[config.mk]
export PLATFORM = sky130hd
export DESIGN_NAME = loopback_fifo_flat
export DESIGN_NICKNAME = d
export VERILOG_FILES = /design/src/rtl/loopback_fifo_if.sv /design/src/rtl/loopback_fifo.sv /design/src/flat_wrapper.sv
export SDC_FILE = /design/constraint.sdc
export NUM_CORES = 1
export LEC_CHECK = 0
export CORE_MARGIN = 1.5
export CORE_UTILIZATION = 35
export DETAILED_ROUTE_END_ITERATION = 7
export PLACE_DENSITY = 0.55
export SLEW_MARGIN = 5
export SYNTH_ARGS = -nofsm -noshare
export SYNTH_HDL_FRONTEND = slang
export SYNTH_SLANG_ARGS = --single-unit
[constraint.sdc]
create_clock -name clk_i -period 4.9 [get_ports clk_i]
set_input_delay 0.98 -clock clk_i [delete_from_list [all_inputs] [get_ports clk_i]]
set_output_delay 0.98 -clock clk_i [all_outputs]
set_load 0.02 [all_outputs]
[src/rtl/loopback_fifo_if.sv]
// Byte-stream handshake bundle between usb_dfu and the loopback FIFO.
// The slave modport is the FIFO side, the master modport is the usb_dfu side.
interface loopback_fifo_if;
   logic [7:0] out_data_i;
   logic       out_valid_i;
   logic       out_ready_o;
   logic [7:0] in_data_o;
   logic       in_valid_o;
   logic       in_ready_i;

   modport master (
      output out_data_i,
      output out_valid_i,
      output in_ready_i,
      input  out_ready_o,
      input  in_data_o,
      input  in_valid_o
   );

   modport slave (
      input  out_data_i,
      input  out_valid_i,
      input  in_ready_i,
      output out_ready_o,
      output in_data_o,
      output in_valid_o
   );
endinterface

[src/rtl/loopback_fifo.sv]
// First-word fall-through byte FIFO returning the OUT stream on the IN port,
// with fill level, accepted-byte counter and a stretched activity flag.
module loopback_fifo #(
   parameter int DEPTH    = 64,
   parameter int ACT_BITS = 16
) (
   input  logic                       clk_i,
   input  logic                       rstn_i,
   input  logic                       clear_i,
   loopback_fifo_if.slave             bus,
   output logic [$clog2(DEPTH):0]     level_o,
   output logic [15:0]                rx_count_o,
   output logic                       activity_o
);
   localparam int AW = $clog2(DEPTH);
   localparam logic [AW:0] FULL = (AW+1)'(DEPTH);

   logic [7:0]          mem_q [DEPTH];
   logic [AW-1:0]       wp_q, wp_d;
   logic [AW-1:0]       rp_q, rp_d;
   logic [AW:0]         level_q, level_d;
   logic [15:0]         rx_q, rx_d;
   logic [ACT_BITS-1:0] act_q, act_d;
   logic                push, pop;

   assign bus.out_ready_o = (level_q != FULL);
   assign bus.in_valid_o  = (level_q != '0);
   assign bus.in_data_o   = mem_q[rp_q];
   assign level_o         = level_q;
   assign rx_count_o      = rx_q;
   assign activity_o      = (act_q != '0);

   assign push = bus.out_valid_i & bus.out_ready_o;
   assign pop  = bus.in_valid_o & bus.in_ready_i;

   always_comb begin
      wp_d    = wp_q;
      rp_d    = rp_q;
      level_d = level_q;
      rx_d    = rx_q;
      act_d   = act_q;
      if (push) rx_d = rx_q + 16'd1;
      if (push || pop) act_d = '1;
      else if (act_q != '0) act_d = act_q - 1'b1;
      // flush wins over any handshake on the same edge
      if (clear_i) begin
         wp_d    = '0;
         rp_d    = '0;
         level_d = '0;
      end else begin
         if (push) wp_d = wp_q + 1'b1;
         if (pop)  rp_d = rp_q + 1'b1;
         if (push && !pop) level_d = level_q + 1'b1;
         if (pop && !push) level_d = level_q - 1'b1;
      end
   end

   always_ff @(posedge clk_i or negedge rstn_i) begin
      if (!rstn_i) begin
         wp_q    <= '0;
         rp_q    <= '0;
         level_q <= '0;
         rx_q    <= '0;
         act_q   <= '0;
      end else begin
         wp_q    <= wp_d;
         rp_q    <= rp_d;
         level_q <= level_d;
         rx_q    <= rx_d;
         act_q   <= act_d;
      end
   end

   always_ff @(posedge clk_i) begin
      if (push) mem_q[wp_q] <= bus.out_data_i;
   end
endmodule

[src/flat_wrapper.sv]
// flat-port wrapper written by rule: the top's interface ports become plain ports
module loopback_fifo_flat 
#(
   parameter int DEPTH    = 64,
   parameter int ACT_BITS = 16
)
  (clk_i, rstn_i, clear_i, level_o, rx_count_o, activity_o, bus_out_data_i, bus_out_valid_i, bus_in_ready_i, bus_out_ready_o, bus_in_data_o, bus_in_valid_o);
  loopback_fifo_if bus_i ();
  input  logic clk_i;
  input  logic rstn_i;
  input  logic clear_i;
  output logic [$clog2(DEPTH):0] level_o;
  output logic [15:0] rx_count_o;
  output logic activity_o;
  input wire logic [$bits(bus_i.out_data_i)-1:0] bus_out_data_i;
  input wire logic [$bits(bus_i.out_valid_i)-1:0] bus_out_valid_i;
  input wire logic [$bits(bus_i.in_ready_i)-1:0] bus_in_ready_i;
  output wire logic [$bits(bus_i.out_ready_o)-1:0] bus_out_ready_o;
  output wire logic [$bits(bus_i.in_data_o)-1:0] bus_in_data_o;
  output wire logic [$bits(bus_i.in_valid_o)-1:0] bus_in_valid_o;
  assign bus_i.out_data_i = bus_out_data_i;
  assign bus_i.out_valid_i = bus_out_valid_i;
  assign bus_i.in_ready_i = bus_in_ready_i;
  assign bus_out_ready_o = bus_i.out_ready_o;
  assign bus_in_data_o = bus_i.in_data_o;
  assign bus_in_valid_o = bus_i.in_valid_o;
  loopback_fifo #(.DEPTH(DEPTH), .ACT_BITS(ACT_BITS)) u_core (.clk_i(clk_i), .rstn_i(rstn_i), .clear_i(clear_i), .bus(bus_i), .level_o(level_o), .rx_count_o(rx_count_o), .activity_o(activity_o));
endmodule
==> results.json, run 1 <==
{
  "status": "complete, no violations",
  "via_count": 12100,
  "clock-sinks": 563,
  "required_ps": 3920,
  "r2r-end": "u_core.level_o[6]$_DFFE_PN0P_",
  "coreArea_mm2": 0.0642,
  "grt_pass1_wl_mm": 81.2,
  "clock_skew_ps": 21.1,
  "htreeDepth": 2,
  "final_util_pct": 41.1,
  "max-slew-margin-rel_pct": 16.8,
  "instances_no_fill": 2311,
  "hold_slack_ps": 205,
  "critPathLaunchType": "flop",
  "critical_path_class": "flop to output pin",
  "clk_latency_ps": 620,
  "maxCapViolations": 0,
  "synthCells": 1285,
  "layout_commonest_cell": "edfxtp_1",
  "power.density_mw_per_mm2": 454,
  "drcViolationCount": 0,
  "synth_cell_types": 66,
  "routed-wl-met2_mm": 26.2,
  "avgViaCountPerCell": 5.23,
  "antenna_left": 0,
  "port_buffers": 46,
  "drive_gt1_share_pct": 20.5,
  "die_h_um": 258,
  "avgSynthCellArea_um2": 17.7,
  "clk_pin_slew_ps": 60,
  "met1_length_mm": 25.0,
  "setup_tns_ps": 0,
  "final_hold_viol_count": 0,
  "finalPower_mw": 12.0,
  "cts_buffers": 56,
  "min_period_ps": 4780,
  "worstPathMaxFanout": 14,
  "hp-class": "input port to async pin",
  "antenna_cells": 0,
  "layout.cells.most_common_list": "edfxtp_1 (512), nor2_1 (143), mux4_2 (97), buf_4 (76), mux2i_1 (67)",
  "netlist_area_mm2": 0.0227,
  "setup_viol": 0,
  "hpwl_mm": 34.4,
  "antenna_found_initial": 0,
  "critPathLaunch": "u_core.rp_q[0]$_DFFE_PN0P_",
  "die_x_um": 258,
  "r2r_start": "u_core.level_o[3]$_DFFE_PN0P_",
  "worstRegToRegCells": 9,
  "period_share_pct": 97.5,
  "r2r_slack_ps": 1430,
  "worstPathCellList": "buf_12 > or3b_2 > o22ai_1 > a2111oi_0 > buf_4 > nor3_1 > clkdlybuf4s50_1",
  "num_rows": 93,
  "p_leak_nw": 8.50,
  "worst_pin_slew_ps": 1250,
  "synth_top_flop_cell": "edfxtp_1",
  "cts_hold_buf": 0,
  "dr_wl_met3_mm": 3.09,
  "endpoint_kind": "output pin",
  "grt_max_degree": 65,
  "critPathCapture": "bus_in_data_o[7]",
  "cts_tree": "yes",
  "rsz0062_at_grt": "false",
  "gr-total-overflow": 0,
  "cpPeakStageDelay_ps": 690,
  "initial_utilization_pct": 35.3,
  "crit_arrival_ps": 3800,
  "grt_pass1_vias": 12200,
  "die_area_mm2": 0.0664,
  "synth_fp_nets": 1308,
  "finalWirelength_mm": 55.3,
  "fin_nets": 1432,
  "crit_slowest_cell": "clkdlybuf4s50_1",
  "ys_ff_latch": 563,
  "highest_layer": "met4",
  "ioPinCount": 47,
  "synthToLayoutAreaGrowth_pct": 16.4,
  "dr.pass1.iters": 5,
  "fmax_ghz": 0.209,
  "dpl.cell_count": 2204,
  "cts_root_buffer": "clkbuf_16",
  "gr-usage-all-layers_pct": 16.6,
  "peakVddDrop_mv": 0.272,
  "synth-edff-count": 512,
  "drtIter0Drc": 1147,
  "place.gp.congestion": 0.875,
  "clk_path_buf_depth": 3,
  "async_flop_share_pct": 9.06,
  "slew_viol_final": 0,
  "yosys_warnings": 0,
  "wl_per_cell_um": 23.9,
  "ys_seq_area_share_pct": 73.3
}
==> area by class of cell <==
cell class | count | area (um2)
fillers | 5767 | 37800
clock buffers | 73 | 1490
repair buffers | 132 | 1190
flip-flops and latches | 563 | 16700
well taps | 855 | 1070
inverters | 12 | 45.0
clock inverters | 32 | 283
multi-input cells | 644 | 5700
==> critical path, delay by kind of cell, from the launching register on <==
kind | cells | cell delay, ps
and+or+nand+nor | 2 | 990
AOI/OAI and AO/OA | 2 | 410
buffers and inverters | 3 | 1130
DFF | 1 | 650
==> cell usage after synthesis, drive strengths merged, types with 11 or more instances <==
cell    count  area [um2]
mux2i      67         671
edfxtp    512       15400
nor2      145         549
a211o      14         123
dfrtp      51        1280
clkbuf     34         128
inv        12        45.0
nand2      65         244
nor3       12        65.1
mux4       97        2180
a21oi      21         109
nand3      25         125
xor2       21         184
o22ai      29         188
buf        32         181
xnor2      18         176
nand4      11        75.1
==> where the power goes <==
part | switching (mW) | leakage (nW) | total (mW) | internal (mW)
Combinational | 1.27 | 2.43 | 2.33 | 1.06
Sequential | 0.152 | 5.21 | 5.49 | 5.34
Clock | 1.77 | 0.863 | 4.17 | 2.39
Total | 3.20 | 8.50 | 12.0 | 8.79
==> registers in the layout (all words and copies together), names as in the netlist <==
signal	cells
u_core.wp_q	6
u_core.act_q	16
u_core.mem_q	512
u_core.rx_count_o	16
u_core.rp_q	6
u_core.level_o	7
==> timing repair <==
item | in CTS | in global routing
setup buffers | 1 | 1
setup endpoints to repair | 3 | 1
endpoints found under the hold margin | 0 | 0
gates resized for setup | 2 | 0
==> through the flow <==
| stage | setup slack (ps) | area (um2) |
|---|---|---|
| after floorplan | 1710 | 22700 |
| after global placement | 537 | 24600 |
| after detailed placement | 509 | 24600 |
| after CTS | 27.8 | 26400 |
| after global routing | 1.60 | 26400 |
| final | 125 | 26400 |
==> logic make-up after synthesis <==
group / share of synthesized area (%)
and+or+nand+nor: 6.06
AOI/OAI and AO/OA: 3.90
muxes: 13.0
xor gates and xnor gates: 1.59
DFF: 73.3
adders and majority gates: 0.584
buffers and inverters: 1.56
==> routing by layer <==
metal | GRT usage, % | vias to the layer above
met3 | 2.80 | 72
met4 | 4.27 | 0
li1 | - | 5339
met2 | 26.5 | 330
met1 | 23.6 | 6338
met5 | 0 | -
==> how the worst min path moves through the flow <==
stage / from / endpoint / depth (start not counted)
2_1_floorplan: u_core.act_q[6]$_DFFE_PN0P_ / u_core.act_q[6]$_DFFE_PN0P_ / 2
3_3_place_gp: u_core.rx_count_o[15]$_DFFE_PN0P_ / u_core.rx_count_o[15]$_DFFE_PN0P_ / 1
3_5_place_dp: u_core.rx_count_o[15]$_DFFE_PN0P_ / u_core.rx_count_o[15]$_DFFE_PN0P_ / 1
4_1_cts: rstn_i / u_core.rx_count_o[9]$_DFFE_PN0P_ / 1
5_1_grt: rstn_i / u_core.rx_count_o[6]$_DFFE_PN0P_ / 1
6_report: rstn_i / u_core.rx_count_o[7]$_DFFE_PN0P_ / 1
Power figures use the tool's default switching activity.
==> run 2, diff against run 1 <==
Clock period 4.9 ns to 4.42 ns, I/O delays scaled along.
==> results.json, run 2 (same netlist as run 1, synthesis figures left out) <==
{
  "worstPathMaxFanout": 6,
  "setup_tns_ps": 0,
  "layout_commonest_cell": "edfxtp_1",
  "port_buffers": 46,
  "drive_gt1_share_pct": 23.6,
  "ioPinCount": 47,
  "antenna_cells": 0,
  "peakVddDrop_mv": 0.235,
  "clk_pin_slew_ps": 60,
  "hp-class": "input port to async pin",
  "drtIter0Drc": 981,
  "finalWirelength_mm": 55.8,
  "cts_tree": "yes",
  "largest_reg_flops": 512,
  "cpPeakStageDelay_ps": 540,
  "maxCapViolations": 0,
  "coreArea_mm2": 0.0642,
  "period_share_pct": 97.9,
  "cts_buffers": 58,
  "area.sequential_mm2": 0.0167,
  "dr.pass1.iters": 5,
  "fillCellCount": 5733,
  "crit_arrival_ps": 3440,
  "dp_slack_ps": 260,
  "path_delay_family": "buffers and inverters",
  "drcViolationCount": 0,
  "p_leak_nw": 8.75,
  "die_area_mm2": 0.0664,
  "clockPowerShare_pct": 34.9,
  "setup_viol": 0,
  "clk_latency_ps": 610,
  "critPathLaunchType": "flop",
  "via_count": 12200,
  "clock-sinks": 563,
  "hold_slack_ps": 371,
  "antenna_found_initial": 0,
  "max-slew-margin-rel_pct": 18.4,
  "grt_pass1_vias": 12400,
  "synthToLayoutAreaGrowth_pct": 18.4,
  "power_switching_mw": 3.58,
  "fin_nets": 1472,
  "num_rows": 93,
  "gr-total-overflow": 0,
  "final_util_pct": 41.9,
  "gr-usage-all-layers_pct": 16.8,
  "p_comb_share_pct": 20.2,
  "seqPwrFrac_pct": 44.9,
  "swShare_pct": 26.5,
  "slew_viol_final": 0,
  "crit_slowest_cell": "clkdlybuf4s50_1",
  "endpoint_kind": "output pin",
  "clk_path_buf_depth": 3,
  "worstPathCellList": "clkbuf_4 > buf_4 > mux4_2 > mux2i_1 > a41oi_2 > a31oi_1 > nor3_1 > clkdlybuf4s50_1",
  "htreeDepth": 2,
  "power.density_mw_per_mm2": 502,
  "p_int_mw": 9.91,
  "grt_pass1_wl_mm": 82.7,
  "cp.buffers_inverters": 3,
  "wl_per_cell_um": 23.8,
  "worst_pin_slew_ps": 1220,
  "cts_root_buffer": "clkbuf_16",
  "fin_ws_ps": 91.4,
  "clock_skew_ps": 17.6,
  "fmax_ghz": 0.231,
  "grt_max_degree": 65,
  "status": "complete, no violations",
  "hpwl_mm": 35.2,
  "die_x_um": 258,
  "place.gp.congestion": 0.836,
  "final_hold_viol_count": 0,
  "initial_utilization_pct": 35.3,
  "min_period_ps": 4330,
  "critical_path_class": "flop to output pin",
  "largest-register": "u_core.mem_q",
  "placed_cell_area_mm2": 0.0249,
  "layout.cells.most_common_list": "edfxtp_1 (512), nor2_1 (139), buf_4 (111), mux4_2 (97), nand2_1 (65)",
  "fin_area_mm2": 0.0269,
  "multi_input_area_mm2": 0.00579,
  "antenna_left": 0,
  "required_ps": 3540,
  "die_h_um": 258,
  "rsz0062_at_grt": "true",
  "avgViaCountPerCell": 5.20
}
-- run 2: what timing repair did --
item | CTS | global route
hold buffers | 0 | 0
endpoints found under the setup margin | 8 | 5
gates cloned | 1 | 0
resized for setup | 16 | 11
pin swaps | 1 | 1
buffers inserted | 7 | 2
-- run 2: final cells by class --
class / instances / area share (%)
Tap cell: 855 / 3.98
Clock buffer: 74 / 5.90
Inverter: 12 / 0.168
Clock inverter: 26 / 0.810
Sequential cell: 563 / 62.0
Multi-Input combinational cell: 644 / 21.5
Timing Repair Buffer: 170 / 5.65
-- run 2: power by group through the flow --
stage / Sequential (mW) / Combinational, mW / Clock, mW
2_1_floorplan: 6.16 / 1.64 / 0
3_3_place_gp: 6.20 / 2.58 / 0
3_5_place_dp: 6.20 / 2.60 / 0
5_1_grt: 6.07 / 2.91 / 5.01
6_report: 6.06 / 2.72 / 4.71
4_1_cts: 6.06 / 2.74 / 4.82
-- run 2: path summary, 6_finish.rpt --
kind,start,end,slack (ps),cells after the start
max reg2reg,u_core.level_o[2]$_DFFE_PN0P_,u_core.level_o[6]$_DFFE_PN0P_,920,9
min in group clk_i,u_core.rx_count_o[15]$_DFFE_PN0P_,u_core.rx_count_o[15]$_DFFE_PN0P_,470,1
min,rstn_i,u_core.rx_count_o[1]$_DFFE_PN0P_,370,1
max in group asynchronous,rstn_i,u_core.rx_count_o[13]$_DFFE_PN0P_,3280,2
min reg2reg,u_core.rx_count_o[15]$_DFFE_PN0P_,u_core.rx_count_o[15]$_DFFE_PN0P_,470,1
max,u_core.rp_q[0]$_DFFE_PN0P_,bus_in_data_o[4],90,8
-- run 2: layer usage --
| layer | wire [um] | vias up | GRT usage [%] |
|---|---|---|---|
| li1 | - | 5411 | - |
| met1 | 25300 | 6332 | 23.7 |
| met2 | 26000 | 352 | 26.5 |
| met3 | 3240 | 95 | 3.22 |
| met4 | 1340 | 0 | 4.74 |
| met5 | 0 | - | 0 |
-- run 2: stage by stage --
step                      std cells  power, mW
after floorplan                1285       7.80
after global placement         2234       8.78
after detailed placement       2234       8.80
after CTS                      2342       13.6
after global routing           2344       14.0
final                          2344       13.5
